## config.mk

```make
export PLATFORM = sky130hd
export DESIGN_NAME = drum_pattern_datapath
export DESIGN_NICKNAME = d
export VERILOG_FILES = /design/src/rtl/drum_pkg.sv /design/src/rtl/drum_pattern_datapath_tempo_nco.sv /design/src/rtl/drum_pattern_datapath.sv
export SDC_FILE = /design/constraint.sdc
export NUM_CORES = 1
export LEC_CHECK = 0
export BUFFER_PORTS_ARGS = -buffer_cell sky130_fd_sc_hd__buf_2
export CORE_MARGIN = 3
export CORE_UTILIZATION = 27
export CTS_CLUSTER_SIZE = 24
export DETAILED_ROUTE_END_ITERATION = 10
export PLACE_DENSITY = 0.43
export SYNTH_ARGS = -nofsm -noshare
export SYNTH_HDL_FRONTEND = slang
export SYNTH_SLANG_ARGS = --single-unit
```

## constraint.sdc

```tcl
create_clock -name clk -period 3.4 [get_ports clk]
set_clock_uncertainty 0.1 [all_clocks]
set_input_delay 0.17 -clock clk [delete_from_list [all_inputs] [get_ports clk]]
set_output_delay 0.17 -clock clk [all_outputs]
set_load 0.01 [all_outputs]
```

## src/rtl/drum_pkg.sv

```systemverilog
// Shared constants and helpers for the drum sequencer datapath.
package drum_pkg;

    localparam int unsigned NUM_INS           = 4;
    localparam int unsigned NUM_STEPS         = 8;
    localparam int unsigned BPM_W             = 8;
    localparam int unsigned BPM_DEFAULT       = 120;
    localparam int unsigned BPM_ZERO_FALLBACK = 60;
    localparam int unsigned ACC_W             = 33;

    // Tempo threshold: eighth notes at INC = 2*bpm means THRESH = 60*CLK_HZ.
    function automatic logic [ACC_W-1:0] calc_thresh(input int unsigned clk_hz);
        return ACC_W'(64'(clk_hz) * 64'd60);
    endfunction

endpackage

```

## src/rtl/drum_pattern_datapath_tempo_nco.sv

```systemverilog
// Tempo NCO: phase accumulator producing one beat_tick per eighth note.
module tempo_nco
    import drum_pkg::*;
#(
    parameter int unsigned CLK_HZ = 50_000_000
) (
    input  logic             clk,
    input  logic             reset,
    input  logic [BPM_W-1:0] bpm,
    input  logic             play,
    output logic             beat_tick
);

    localparam logic [ACC_W-1:0] THRESH = calc_thresh(CLK_HZ);

    logic [ACC_W-1:0] acc_q;
    logic [ACC_W-1:0] acc_d;
    logic [ACC_W-1:0] inc;
    logic             at_thresh;

    // Tick comes straight off the accumulator so the first play cycle ticks.
    always_comb begin
        inc       = ACC_W'({bpm, 1'b0});
        at_thresh = (acc_q >= THRESH);
        beat_tick = 1'b0;
        acc_d     = THRESH;
        if (play && !reset) begin
            beat_tick = at_thresh;
            acc_d     = at_thresh ? (acc_q - THRESH + inc) : (acc_q + inc);
        end
    end

    always_ff @(posedge clk) begin
        if (reset) begin
            acc_q <= THRESH;
        end else begin
            acc_q <= acc_d;
        end
    end

endmodule

```

## src/rtl/drum_pattern_datapath.sv

```systemverilog
// Drum sequencer datapath: pattern/BPM storage, tempo tick and per-instrument gates.
// Optional per-instrument trigger mute is enabled with DRUM_MUTE_EN.
module drum_pattern_datapath
    import drum_pkg::*;
#(
    parameter int unsigned CLK_HZ      = 50_000_000,
    parameter int unsigned GATE_CYCLES = 1_000_000
) (
    input  logic                 clk,
    input  logic                 reset,
    input  logic [BPM_W-1:0]     data_in,
    input  logic                 ld_ins1,
    input  logic                 ld_ins2,
    input  logic                 ld_ins3,
    input  logic                 ld_ins4,
    input  logic                 ld_bpm,
    input  logic                 play,
    input  logic [2:0]           timing,
`ifdef DRUM_MUTE_EN
    input  logic [NUM_INS-1:0]   mute,
`endif
    output logic                 beat_tick,
    output logic [NUM_INS-1:0]   gate,
    output logic                 bpm_err
);

    localparam int unsigned      CNT_W     = $clog2(GATE_CYCLES + 1);
    localparam logic [CNT_W-1:0] GATE_LOAD = CNT_W'(GATE_CYCLES);

    logic [NUM_INS-1:0]   ld;
    logic [NUM_STEPS-1:0] pat_q [NUM_INS];
    logic [NUM_STEPS-1:0] pat_d [NUM_INS];
    logic [CNT_W-1:0]     cnt_q [NUM_INS];
    logic [CNT_W-1:0]     cnt_d [NUM_INS];
    logic [BPM_W-1:0]     bpm_q, bpm_d;
    logic                 bpm_err_q, bpm_err_d;
    logic                 tick_dly_q, tick_dly_d;
    logic [NUM_INS-1:0]   gate_q, gate_d;
    logic [NUM_INS-1:0]   trig;
    logic [NUM_INS-1:0]   mute_eff;

    assign ld = {ld_ins4, ld_ins3, ld_ins2, ld_ins1};

`ifdef DRUM_MUTE_EN
    logic [NUM_INS-1:0] mute_q, mute_d;
    assign mute_d   = mute;
    assign mute_eff = mute_q;

    always_ff @(posedge clk) begin
        if (reset) begin
            mute_q <= '0;
        end else begin
            mute_q <= mute_d;
        end
    end
`else
    assign mute_eff = '0;
`endif

    tempo_nco #(
        .CLK_HZ(CLK_HZ)
    ) u_nco (
        .clk       (clk),
        .reset     (reset),
        .bpm       (bpm_q),
        .play      (play),
        .beat_tick (beat_tick)
    );

    // Triggers use the pre-load pattern; the tick is delayed so timing has settled.
    always_comb begin
        bpm_d      = bpm_q;
        bpm_err_d  = bpm_err_q;
        tick_dly_d = beat_tick;
        trig       = '0;
        gate_d     = '0;
        for (int k = 0; k < NUM_INS; k++) begin
            pat_d[k] = ld[k] ? data_in : pat_q[k];
            trig[k]  = tick_dly_q & play & pat_q[k][timing] & ~mute_eff[k];
            if (trig[k]) begin
                cnt_d[k] = GATE_LOAD;
            end else if (cnt_q[k] != '0) begin
                cnt_d[k] = cnt_q[k] - CNT_W'(1);
            end else begin
                cnt_d[k] = cnt_q[k];
            end
            gate_d[k] = (cnt_d[k] != '0);
        end
        if (ld_bpm) begin
            if (data_in != '0) begin
                bpm_d     = data_in;
                bpm_err_d = 1'b0;
            end else begin
                bpm_d     = BPM_W'(BPM_ZERO_FALLBACK);
                bpm_err_d = 1'b1;
            end
        end
    end

    always_ff @(posedge clk) begin
        if (reset) begin
            for (int k = 0; k < NUM_INS; k++) begin
                pat_q[k] <= '0;
                cnt_q[k] <= '0;
            end
            bpm_q      <= BPM_W'(BPM_DEFAULT);
            bpm_err_q  <= 1'b0;
            tick_dly_q <= 1'b0;
            gate_q     <= '0;
        end else begin
            for (int k = 0; k < NUM_INS; k++) begin
                pat_q[k] <= pat_d[k];
                cnt_q[k] <= cnt_d[k];
            end
            bpm_q      <= bpm_d;
            bpm_err_q  <= bpm_err_d;
            tick_dly_q <= tick_dly_d;
            gate_q     <= gate_d;
        end
    end

    assign gate    = gate_q;
    assign bpm_err = bpm_err_q;

endmodule

```

## Word level (Yosys, flattened, before mapping)

Memory sizes are Yosys's and may differ from the RTL's.
Cells that the tools add are included.

| storage, ports and cells | value |
|---|---|
| memories kept | 2 |
| memory bits (writable) | 112 |
| input port bits | 19 |
| logic and storage cells | 77 |
| bits in registers | 47 |

Memories:

| name | words | bits a word | read ports | clocked after memory_dff | write ports | line | source |
|---|---|---|---|---|---|---|---|
| cnt_q | 4 | 20 | 4 | 0 | 4 | drum_pattern_datapath.sv:33 | `logic [CNT_W-1:0] cnt_q [NUM_INS];` |
| pat_q | 4 | 8 | 4 | 0 | 4 | drum_pattern_datapath.sv:31 | `logic [NUM_STEPS-1:0] pat_q [NUM_INS];` |

| cells by class | value |
|---|---|
| $add $sub $neg | 7 |
| muxes and demuxes | 35 |
| bitwise operators | 14 |
| reductions and logical operators | 12 |
| $lt $le $gt $ge | 2 |

Operators by type and width:

| operator | number |
|---|---|
| two-way mux 20 bit | 12 |
| nonzero test 20 bit | 8 |
| subtractor 20 x 1 -> 20 bit, second input constant | 4 |
| two-way mux 8 bit | 9 |
| adder 33 x 9 -> 33 bit | 2 |
| greater-or-equal comparator 33 x 32 -> 1 bit, second input constant | 1 |
| two-way mux 33 bit | 1 |
| subtractor 33 x 32 -> 33 bit, second input constant | 1 |
| binary-select mux 1 bit (select 3 bit) | 4 |
| two-way mux 1 bit | 9 |
| bitwise OR 1 bit | 8 |
| nonzero test 8 bit | 1 |
| bitwise AND 1 bit | 5 |
| less-than comparator 3 x 4 -> 1 bit, second input constant | 1 |
| OR reduction 2 bit | 1 |
| logical AND 1 bit | 1 |
| zero test 1 bit | 1 |
| NOT 1 bit | 1 |

## Depth between registers and ports, before layout

Gate-level depths: netlist of the first run.
An unclocked memory read counts as a cell.

| depth | value |
|---|---|
| depth in word-level cells | 6 |
| gate-level depth with buffers | 11 |

## By module

Synthesis of the first run repeated with hierarchy kept, for this count alone.

| unflattened totals | value |
|---|---|
| cells, all modules | 1053 |
| area, all modules | 8794.7 um2 |

Modules (own cells, without submodules):

| module | area an instance (um2) | instances | sequential area each (um2) | cells each |
|---|---|---|---|---|
| drum_pattern_datapath | 6284.8 | 1 | 2522.4 | 725 |
| tempo_nco | 2509.9 | 1 | 640.6 | 328 |

## Worst setup path before layout of the first run

No wires, ideal clock.

| timing path | value |
|---|---|
| path kind | flip-flop to flip-flop |
| start point | register bpm_q[0] |
| end point | register u_nco.acc_q[31] |
| library setup time | 72 ps |
| data arrival time | 2654 ps |
| data required time | 3228 ps |
| stages on the path, launching flop included | 10 |
| path buffers | 0 |
| setup slack | 575 ps |
| cells stage by stage | dfxtp_1 > ha_1 > fa_1 > a211oi_1 > o21bai_1 > a2111oi_2 > nor2_1 > a31o_1 > a21oi_1 > mux2i_1 |

| between the ends | value |
|---|---|
| word-level cells in the longest chain between the ends | 2 |
| elaborated cells between the ends (all ways) | 3 |

Ends and longest elaborated chain:

| what | line | source |
|---|---|---|
| start: declaration | drum_pattern_datapath.sv:35 | `logic [BPM_W-1:0] bpm_q, bpm_d;` |
| start signal: assignment | drum_pattern_datapath.sv:106 | `bpm_q <= BPM_W'(BPM_DEFAULT);` |
| start signal: assignment | drum_pattern_datapath.sv:115 | `bpm_q <= bpm_d;` |
| adder 33 x 9 -> 33 bit | drum_pattern_datapath_tempo_nco.sv:29 | `acc_d = at_thresh ? (acc_q - THRESH + inc) : (acc_q + inc);` |
| two-way mux 33 bit * | drum_pattern_datapath_tempo_nco.sv:29 |  |
| end signal: assignment | drum_pattern_datapath_tempo_nco.sv:35 | `acc_q <= THRESH;` |
| end signal: assignment | drum_pattern_datapath_tempo_nco.sv:37 | `acc_q <= acc_d;` |
| end: declaration | drum_pattern_datapath_tempo_nco.sv:16 | `logic [ACC_W-1:0] acc_q;` |

Every way passes the cells marked *; elsewhere a longest branch is shown, timed or not.
A chain may end at the register's enable or synchronous reset.

## Worst setup path in the final report of the first run

Same ends and word-level chain as after synthesis.

==> reports/results.txt, run 1 <==
Fill count - 3523
DR pass1 iterations - 5
Hold path start - data_in[5]
Postcts setup bufs - 0
Status - finished clean
Largest net degree at the start of global routing - 36
Total grt overflow - 0
PD cells - 1096 mW/mm²
Synth Area in Adders - 0.02585
Routed Antenna Nets - 0
Synth Area in Simple Gates - 0.2932
Dpl ws - 0.4643 ns
Chip height - 188.1 µm
Placed wire-length estimate - 17430 µm
Crit path DAT - 3.24 ns
Number of distinct library cells after synthesis - 89
Max-slew violations - 0
Port Buffer Count - 24
Flip-flop and latch area - 0.003163 mm²
Worst-skew pair later-pin latency - 0.43 ns
Worst Hold Depth - 3
Initial Util - 0.2745
DR vias/cell - 5.035
Syn_area_per_cell - 8.337 µm²
Pin slew with the least headroom to its limit - 0.9906 ns
Hold Path End - bpm_q[5]
Critical Path Start Type - flop
Post-synthesis mux area share - 0.08399
Ys async rst share - 0
Final setup viols - 0
Multi-input gate area in the final layout - 0.005460 mm²
YS warnings - 0
Worst hold path type - in2reg
Post-synthesis compound-gate area fraction - 0.1469
Period minus WS final - 2.973 ns
CTS tree - yes
Nets - 1126
Clock transition at path regs - 0.07 ns
First-pass GRT wire length - 40700 µm
CTS resizes - 0
Io pins - 25
Largest cells by area after synthesis - dfxtp_1 (35%), nor2_1 (7.3%), mux2i_1 (6.3%)
RSZ-0062 raised after global routing - false
Root buffer cell - clkbuf_16
Via count - 7789
GR Util All Layers - 0.1404
Chip width - 188.1 µm
Commonest non-fill, non-tap cell in the layout - nor2_1
CP Max Fanout - 6
Top cell type by total area after synthesis - dfxtp_1
Max-Slew Margin vs Limit - 0.3396
Clock Path Buffers - 2
Leakage - 4.039 nW
GPL Wtd Cong - 0.8267
Top delay family on crit path - compound AO/OA/AOI/OAI gates
Mapped Nets - 1110
Post-synthesis to final-layout area growth - 14.34%
Worst VDD drop - 0.3639 mV
Die area - 0.03538 mm²
Post-synth top area share - 0.3533
Xor and xnor area share after synthesis - 0.05967
Clock buffer count from CTS - 17
# rows - 66
Finished Cell Area - 0.01024 mm²
Post-synthesis sequential area ratio - 0.3533
Number of flops mapped to enable cells by yosys - 0
Most frequent cells in the layout - nor2_1 (173), dfxtp_1 (158), nand2_1 (70), a21oi_1 (57), mux2i_1 (56)
Worst r2r path cells - 10
DRC violations left - 0
R2r setup slk - 0.43 ns
Detailed Route WL - 24280 µm
Largest family of logic cells by synthesized area - simple AND/OR/NAND/NOR gates
CP Class - reg2reg
CTS Hold Bufs - 4
Critical path required time - 3.67 ns
Number of global-route vias before repair - 7567
Fin. Hold Viols - 0
Post-Syn Area - 0.008954 mm²
Initial antenna violation count - 3
CORE AREA - 0.03262 mm²
Post-synthesis register bit count - 158
Period utilization - 0.8745
Post-Syn Instances - 1074
Htree depth - 4
Clk sinks - 158
CP peak stage delay - 0.43 ns
Final worst slack - 0.4266 ns
Post-synth top flop - dfxtp_1
CP max stage cell - fa_1
Critical R2R Launch - bpm_q[0]
Critical R2R Capture - u_nco.acc_q[31]
CP Capture Type - flop
Area after DPL - 0.009578 mm²
WL/cell - 15.69 µm
CP Cell Sequence - ha_1 -> fa_1 -> a211oi_1 -> o21bai_1 -> a2111oi_2 -> buf_4 -> nor2_1 -> a31o_1 -> a21oi_1 -> mux2i_1
Max-cap viol count - 0
Setup tns final - 0 ns
F_max - 336.3 MHz
Initial DRC Count - 417
Design Power - 11.22 mW
Share of layout cells above drive strength 1 - 0.1124
Critical path buffers and inverters - 1
## cell type report
type / count / share of cell area
well taps: 442 / 0.05402
clock buffers: 18 / 0.04290
multi-input cells: 838 / 0.5334
inverters: 19 / 0.006967
flip-flops and latches: 158 / 0.3090
repair buffers: 56 / 0.03618
diodes: 2 / 0.0004889
clock inverters: 14 / 0.01711
## worst max-delay path by stage
| stage | start | endpoint | depth (start not counted) |
|---|---|---|---|
| after floorplan | bpm_q[0] | u_nco.acc_q[31] | 9 |
| after global placement | bpm_q[0] | u_nco.acc_q[31] | 10 |
| after detailed placement | bpm_q[0] | u_nco.acc_q[31] | 10 |
| after CTS | bpm_q[0] | u_nco.acc_q[31] | 10 |
| after global routing | bpm_q[0] | u_nco.acc_q[31] | 10 |
| final | bpm_q[0] | u_nco.acc_q[31] | 10 |
## state kept, by name (all words and copies together) (netlist names)
| signal | flops |
|---|---|
| bpm_q | 8 |
| bpm_err | 1 |
| cnt_q | 80 |
| pat_q | 32 |
| gate | 4 |
| tick_dly_q | 1 |
| u_nco.acc_q | 32 |
## tightest hold or removal path: stages
cell     delay, ns
buf_2         0.19
mux2i_1       0.10
nand2_1       0.06
## layer usage
layer	up-vias	track usage	wire, µm
met5	-	0	20
met2	140	0.2231	11240
li1	3933	-	-
met1	3683	0.1887	11800
met4	2	0.04646	383
met3	31	0.03178	829
## cells in the mapped netlist (3+ instances only)
cell type,n
nand2_1,70
or2_2,5
nor2_1,173
nor2b_1,12
and4b_1,3
nand4_1,16
o31ai_1,4
nand2b_1,15
mux2i_1,56
o41ai_1,3
and4_1,4
a21oi_1,57
o211ai_1,5
xor2_1,27
o21ai_0,24
o21ai_1,5
nor3b_1,8
mux4_2,8
or3_1,20
a211oi_1,22
and3_1,10
xnor2_1,34
buf_4,3
a21o_1,12
a22oi_1,5
inv_1,19
and2_1,9
a31oi_1,16
nor4_1,29
nor4b_1,6
nand3_1,32
o21a_1,3
nor3_1,39
a41oi_1,5
a211o_1,4
or4_1,13
nand3b_1,9
ha_1,16
buf_2,11
clkbuf_1,42
o21bai_1,3
dfxtp_1,158
## power breakdown
| group | internal (mW) | leakage (nW) | total [mW] | switching, mW |
|---|---|---|---|---|
| combinational | 2.63 | 2.44 | 6.14 | 3.51 |
| clock | 1.13 | 0.300 | 2.02 | 0.891 |
| sequential | 2.39 | 1.30 | 3.05 | 0.666 |
| total | 6.15 | 4.04 | 11.2 | 5.07 |
## logic make-up (layout without fill, tap and decap cells)
| logic type | Yosys count | in the layout |
|---|---|---|
| other | 0 | 2 |
| xor gates and xnor gates | 61 | 61 |
| adders and majority gates | 18 | 18 |
| AOI/OAI and AO/OA | 196 | 196 |
| DFF | 158 | 158 |
| and+or+nand+nor | 498 | 498 |
| muxes | 65 | 65 |
| buffers and inverters | 78 | 107 |
## metrics by stage
| step | hold WS (ns) | cells | util |
|---|---|---|---|
| global route | 0.009734 | 1547 | 0.3138 |
| global placement | 0.3618 | 1509 | 0.2936 |
| finish | 0.006222 | 1547 | 0.3138 |
| CTS | 0.001950 | 1545 | 0.3137 |
| floorplan | 0.1879 | 1074 | - |
| detailed placement | 0.3607 | 1509 | 0.2936 |
Note: power is estimated with default switching activity, not from simulation.
==> run 2: changes to the inputs <==
clock period = 3.7 ns   (was 3.4 ns; I/O delays follow)
==> reports/results.txt, run 2 (synthesis gave the netlist of run 1 again) <==
Status - finished clean
Final setup viols - 0
PD cells - 997.3 mW/mm²
RSZ-0062 raised after global routing - false
# rows - 66
Period utilization - 0.8064
Finished Cell Area - 0.01002 mm²
Post-synthesis to final-layout area growth - 11.93%
Fill count - 3510
Critical path required time - 3.96 ns
DRC violations left - 0
Io pins - 25
Initial Util - 0.2745
Worst VDD drop - 0.3479 mV
Pin slew with the least headroom to its limit - 0.9756 ns
CP Capture Type - flop
Detailed Route WL - 23780 µm
CTS tree - yes
Clock buffer count from CTS - 17
Cell-internal power - 5.385 mW
Area after DPL - 0.009458 mm²
Via count - 7672
Max-slew violations - 0
Clock transition at path regs - 0.06 ns
Initial antenna violation count - 1
CP Max Fanout - 6
Placed Cells - 1493
Leakage - 3.919 nW
GPL Wtd Cong - 0.8373
Largest net degree at the start of global routing - 52
Total grt overflow - 0
CTS resizes - 0
Nets - 1107
Postcts setup bufs - 0
Clock Path Buffers - 2
Chip width - 188.1 µm
Clk pwr share - 0.171
Share of layout cells above drive strength 1 - 0.09963
Switching share of power - 0.4613
Most frequent cells in the layout - nor2_1 (173), dfxtp_1 (158), nand2_1 (70), a21oi_1 (57), mux2i_1 (56)
Die area - 0.03538 mm²
Reg with most FFs - cnt_q
GR Util All Layers - 0.1371
Port Buffer Count - 24
Fin. Hold Viols - 0
Sw power - 4.610 mW
Clk sinks - 158
DR pass1 iterations - 5
Chip height - 188.1 µm
Max-cap viol count - 0
CORE AREA - 0.03262 mm²
Root buffer cell - clkbuf_16
Placed wire-length estimate - 16750 µm
Commonest non-fill, non-tap cell in the layout - nor2_1
Initial DRC Count - 443
Routed Antenna Nets - 0
F_max - 335.2 MHz
Max-Slew Margin vs Limit - 0.3496
Period minus WS final - 2.984 ns
Crit path DAT - 3.24 ns
Worst hold path type - in2reg
Max FFs per register - 80
Setup tns final - 0 ns
Top Registers - cnt_q: 80 flops, pat_q: 32 flops, u_nco.acc_q: 32 flops
Combinational power share - 0.547
DR vias/cell - 5.024
Number of global-route vias before repair - 7342
CTS Hold Bufs - 1
Worst-skew pair later-pin latency - 0.43 ns
Critical Path Start Type - flop
Htree depth - 4
Finished Layout Cells - 1527
Sequential share of power - 0.282
First-pass GRT wire length - 39830 µm
WL/cell - 15.57 µm
CP Class - reg2reg
-- run 2: per-layer routing --
metal	vias to the layer above	routed length [µm]	track usage
li1	3892	-	-
met1	3644	11840	0.1896
met2	107	10930	0.2199
met3	27	669	0.02729
met4	2	320	0.03319
met5	-	15	0
-- run 2: power by group through the flow --
stage / sequential, mW / clock (mW) / combinational [mW]
final: 2.82 / 1.71 / 5.47
after global placement: 2.86 / 0 / 5.49
after global routing: 2.92 / 1.86 / 6.22
after CTS: 2.81 / 1.77 / 5.48
after detailed placement: 2.85 / 0 / 5.45
after floorplan: 2.60 / 0 / 4.57
-- run 2: per-stage QoR --
stage               power [mW]  hold WS [ns]  setup WS [ns]    util
floorplan                7.160        0.2029         0.8746       -
global placement         8.348        0.3596         0.7899  0.2900
detailed placement       8.294        0.3546         0.7515  0.2900
CTS                      10.07      0.002264         0.7058  0.3072
global route             10.99      0.009490         0.4671  0.3072
finish                   9.995      0.006519         0.7163  0.3073
-- run 2: path summary, 6_finish.rpt --
check,end,cells after the start,slack [ns],start
setup / recovery,u_nco.acc_q[31],10,0.72,bpm_q[0]
hold / removal,bpm_q[6],2,0.007,data_in[6]
setup reg to reg,u_nco.acc_q[31],10,0.72,bpm_q[0]
hold reg to reg,u_nco.acc_q[32],2,0.37,u_nco.acc_q[32]
-- run 2: worst max-delay path, cell delays in order, from the launching register on --
cell and delay [ns]:
dfxtp_1 0.32, ha_1 0.23, fa_1 0.43, a211oi_1 0.38, o21bai_1 0.18, a2111oi_2 0.37, buf_4 0.20, nor2_1 0.12
a31o_1 0.23, a21oi_1 0.17, mux2i_1 0.19
-- run 2: area by class of cell --
type	count	area [µm²]	share of cell area
antenna	1	2.502	0.0002497
clock buffer	17	425.4	0.04245
clock inverter	15	126.4	0.01261
inverter	19	71.32	0.007116
multi-input combinational	838	5460	0.5448
sequential	158	3163	0.3156
tap	442	553.0	0.05518
timing repair buffer	37	220.2	0.02197
==> run 3: changes to the inputs <==
PLACE_DENSITY = 0.44   (was 0.43)
clock period = 2.6 ns   (was 3.7 ns; I/O delays follow)
==> reports/results.txt, run 3 (synthesis gave the netlist of run 1 again) <==
Status - finished clean
Detailed Route WL - 25670 µm
Multi-input gate area in the final layout - 0.005678 mm²
DRC violations left - 0
Worst hold path type - in2reg
Finished Cell Area - 0.01155 mm²
Leakage - 4.782 nW
Clock buffer count from CTS - 17
Top Registers - cnt_q: 80 flops, pat_q: 32 flops, u_nco.acc_q: 32 flops
Initial Util - 0.2745
Largest net degree at the start of global routing - 39
Critical path buffers and inverters - 0
Crit path DAT - 2.85 ns
Worst Hold Depth - 3
Flip-flop and latch area - 0.003166 mm²
RSZ-0062 raised after global routing - true
Nets - 1266
Clock transition at path regs - 0.07 ns
Max-Slew Margin vs Limit - 0.5870
Initial DRC Count - 436
R2r setup slk - 0.03 ns
CP Capture Type - flop
Critical R2R Capture - u_nco.acc_q[27]
WL/cell - 15.24 µm
Share of layout cells above drive strength 1 - 0.2285
Worst VDD drop - 0.4730 mV
Hold Path End - pat_q[0][4]
GR Util All Layers - 0.1459
Setup tns final - 0 ns
Max-cap viol count - 0
Initial antenna violation count - 2
Top delay family on crit path - compound AO/OA/AOI/OAI gates
Die area - 0.03538 mm²
Htree depth - 4
Number of global-route vias before repair - 8047
Most Frequent Cell on Critical Path - a211o_1
Io pins - 25
Finished Layout Cells - 1685
CP Cell Sequence - ha_4 -> fa_2 -> a211oi_4 -> o211ai_1 -> and3_1 -> a21o_1 -> a211o_1 -> a211o_1 -> nand2_1
Critical R2R Launch - bpm_q[0]
Critical path required time - 2.88 ns
Area after DPL - 0.01058 mm²
Max-slew violations - 0
Chip height - 188.1 µm
Via count - 8322
CP Class - reg2reg
Pin slew with the least headroom to its limit - 0.6139 ns
CORE AREA - 0.03262 mm²
CP peak stage delay - 0.36 ns
Critical Path Start Type - flop
# rows - 66
Max FFs per register - 80
Fin. Hold Viols - 0
First-pass GRT wire length - 42120 µm
Final setup viols - 0
Commonest non-fill, non-tap cell in the layout - nor2_1
Period minus WS final - 2.570 ns
Design Power - 16.93 mW
Reg with most FFs - cnt_q
F_max - 389.2 MHz
Hold path start - ld_ins1
Chip width - 188.1 µm
DR pass1 iterations - 5
Clock Path Buffers - 2
Fill count - 3422
Levels on crit path - 9
Most frequent cells in the layout - nor2_1 (171), dfxtp_1 (156), buf_4 (156), nand2_1 (69)
CP Max Fanout - 3
Placed wire-length estimate - 18880 µm
DR vias/cell - 4.939
Placed Cells - 1635
CTS tree - yes
Worst r2r path cells - 9
Inserted Diodes - 0
Worst-skew pair later-pin latency - 0.44 ns
Root buffer cell - clkbuf_16
Total grt overflow - 0
GPL Wtd Cong - 0.8096
Period utilization - 0.9883
Dpl ws - -0.1020 ns
Final worst slack - 0.03037 ns
Clk sinks - 158
CP max stage cell - fa_2
Port Buffer Count - 24
Post-synthesis to final-layout area growth - 29.05%
Routed Antenna Nets - 0
PD cells - 1465 mW/mm²
run 3: changes by cell type in the layout (fill, tap and decap cells not counted), moves of 3 or more:
cell,previous run,this run
dlygate4sd3_1,1,11
buf_4,12,156
o21ai_0,24,21
buf_12,0,3
a211oi_1,22,19
nor4_1,29,24
a211oi_4,1,4
nor4_2,2,7
run 3: layer usage:
layer / global-route usage / vias to the layer above / part of all wire
li1: - / 4214 / -
met1: 0.2063 / 4009 / 0.51
met2: 0.2311 / 87 / 0.46
met3: 0.03010 / 10 / 0.029
met4: 0.02828 / 2 / 0.0047
met5: 0 / - / 0.00051
run 3: how the worst max path moves through the flow:
stage	startpoint	to
floorplan	bpm_q[0]	u_nco.acc_q[31]
global placement	bpm_q[0]	u_nco.acc_q[31]
detailed placement	bpm_q[0]	u_nco.acc_q[31]
CTS	bpm_q[0]	u_nco.acc_q[31]
global route	u_nco.acc_q[19]	u_nco.acc_q[28]
finish	bpm_q[0]	u_nco.acc_q[27]
run 3: timing repair:
| action | 4_1_cts | 5_1_grt |
|---|---|---|
| pin swaps | 2 | 7 |
| gates resized for setup | 9 | 37 |
| endpoints found under the hold margin | 44 | 0 |
| endpoints found under the setup margin | 12 | 23 |
| hold buffers | 11 | 0 |
| setup buffers | 1 | 6 |
run 3: per-stage QoR:
stage,hold WS [ns],util
6_report,0.01727,0.3542
5_1_grt,0.009909,0.3542
4_1_cts,0.004382,0.3478
3_5_place_dp,0.3554,0.3243
3_3_place_gp,0.3574,0.3243
2_1_floorplan,0.1479,-
run 3: area by class of cell:
class / count / share of cell area
inverters: 19 / 0.006172
multi-input cells: 838 / 0.4914
repair buffers: 196 / 0.1284
well taps: 442 / 0.04786
clock inverters: 14 / 0.01505
flip-flops and latches: 158 / 0.2740
clock buffers: 18 / 0.03714
run 3: tightest hold or removal path: stages:
cell	delay [ns]
buf_2	0.18
mux2i_1	0.14
nor2_1	0.07
run 3: report_power, final:
part           switching, mW  internal (mW)
Sequential             0.643           3.12
Combinational           5.44           5.10
Clock                   1.18           1.45
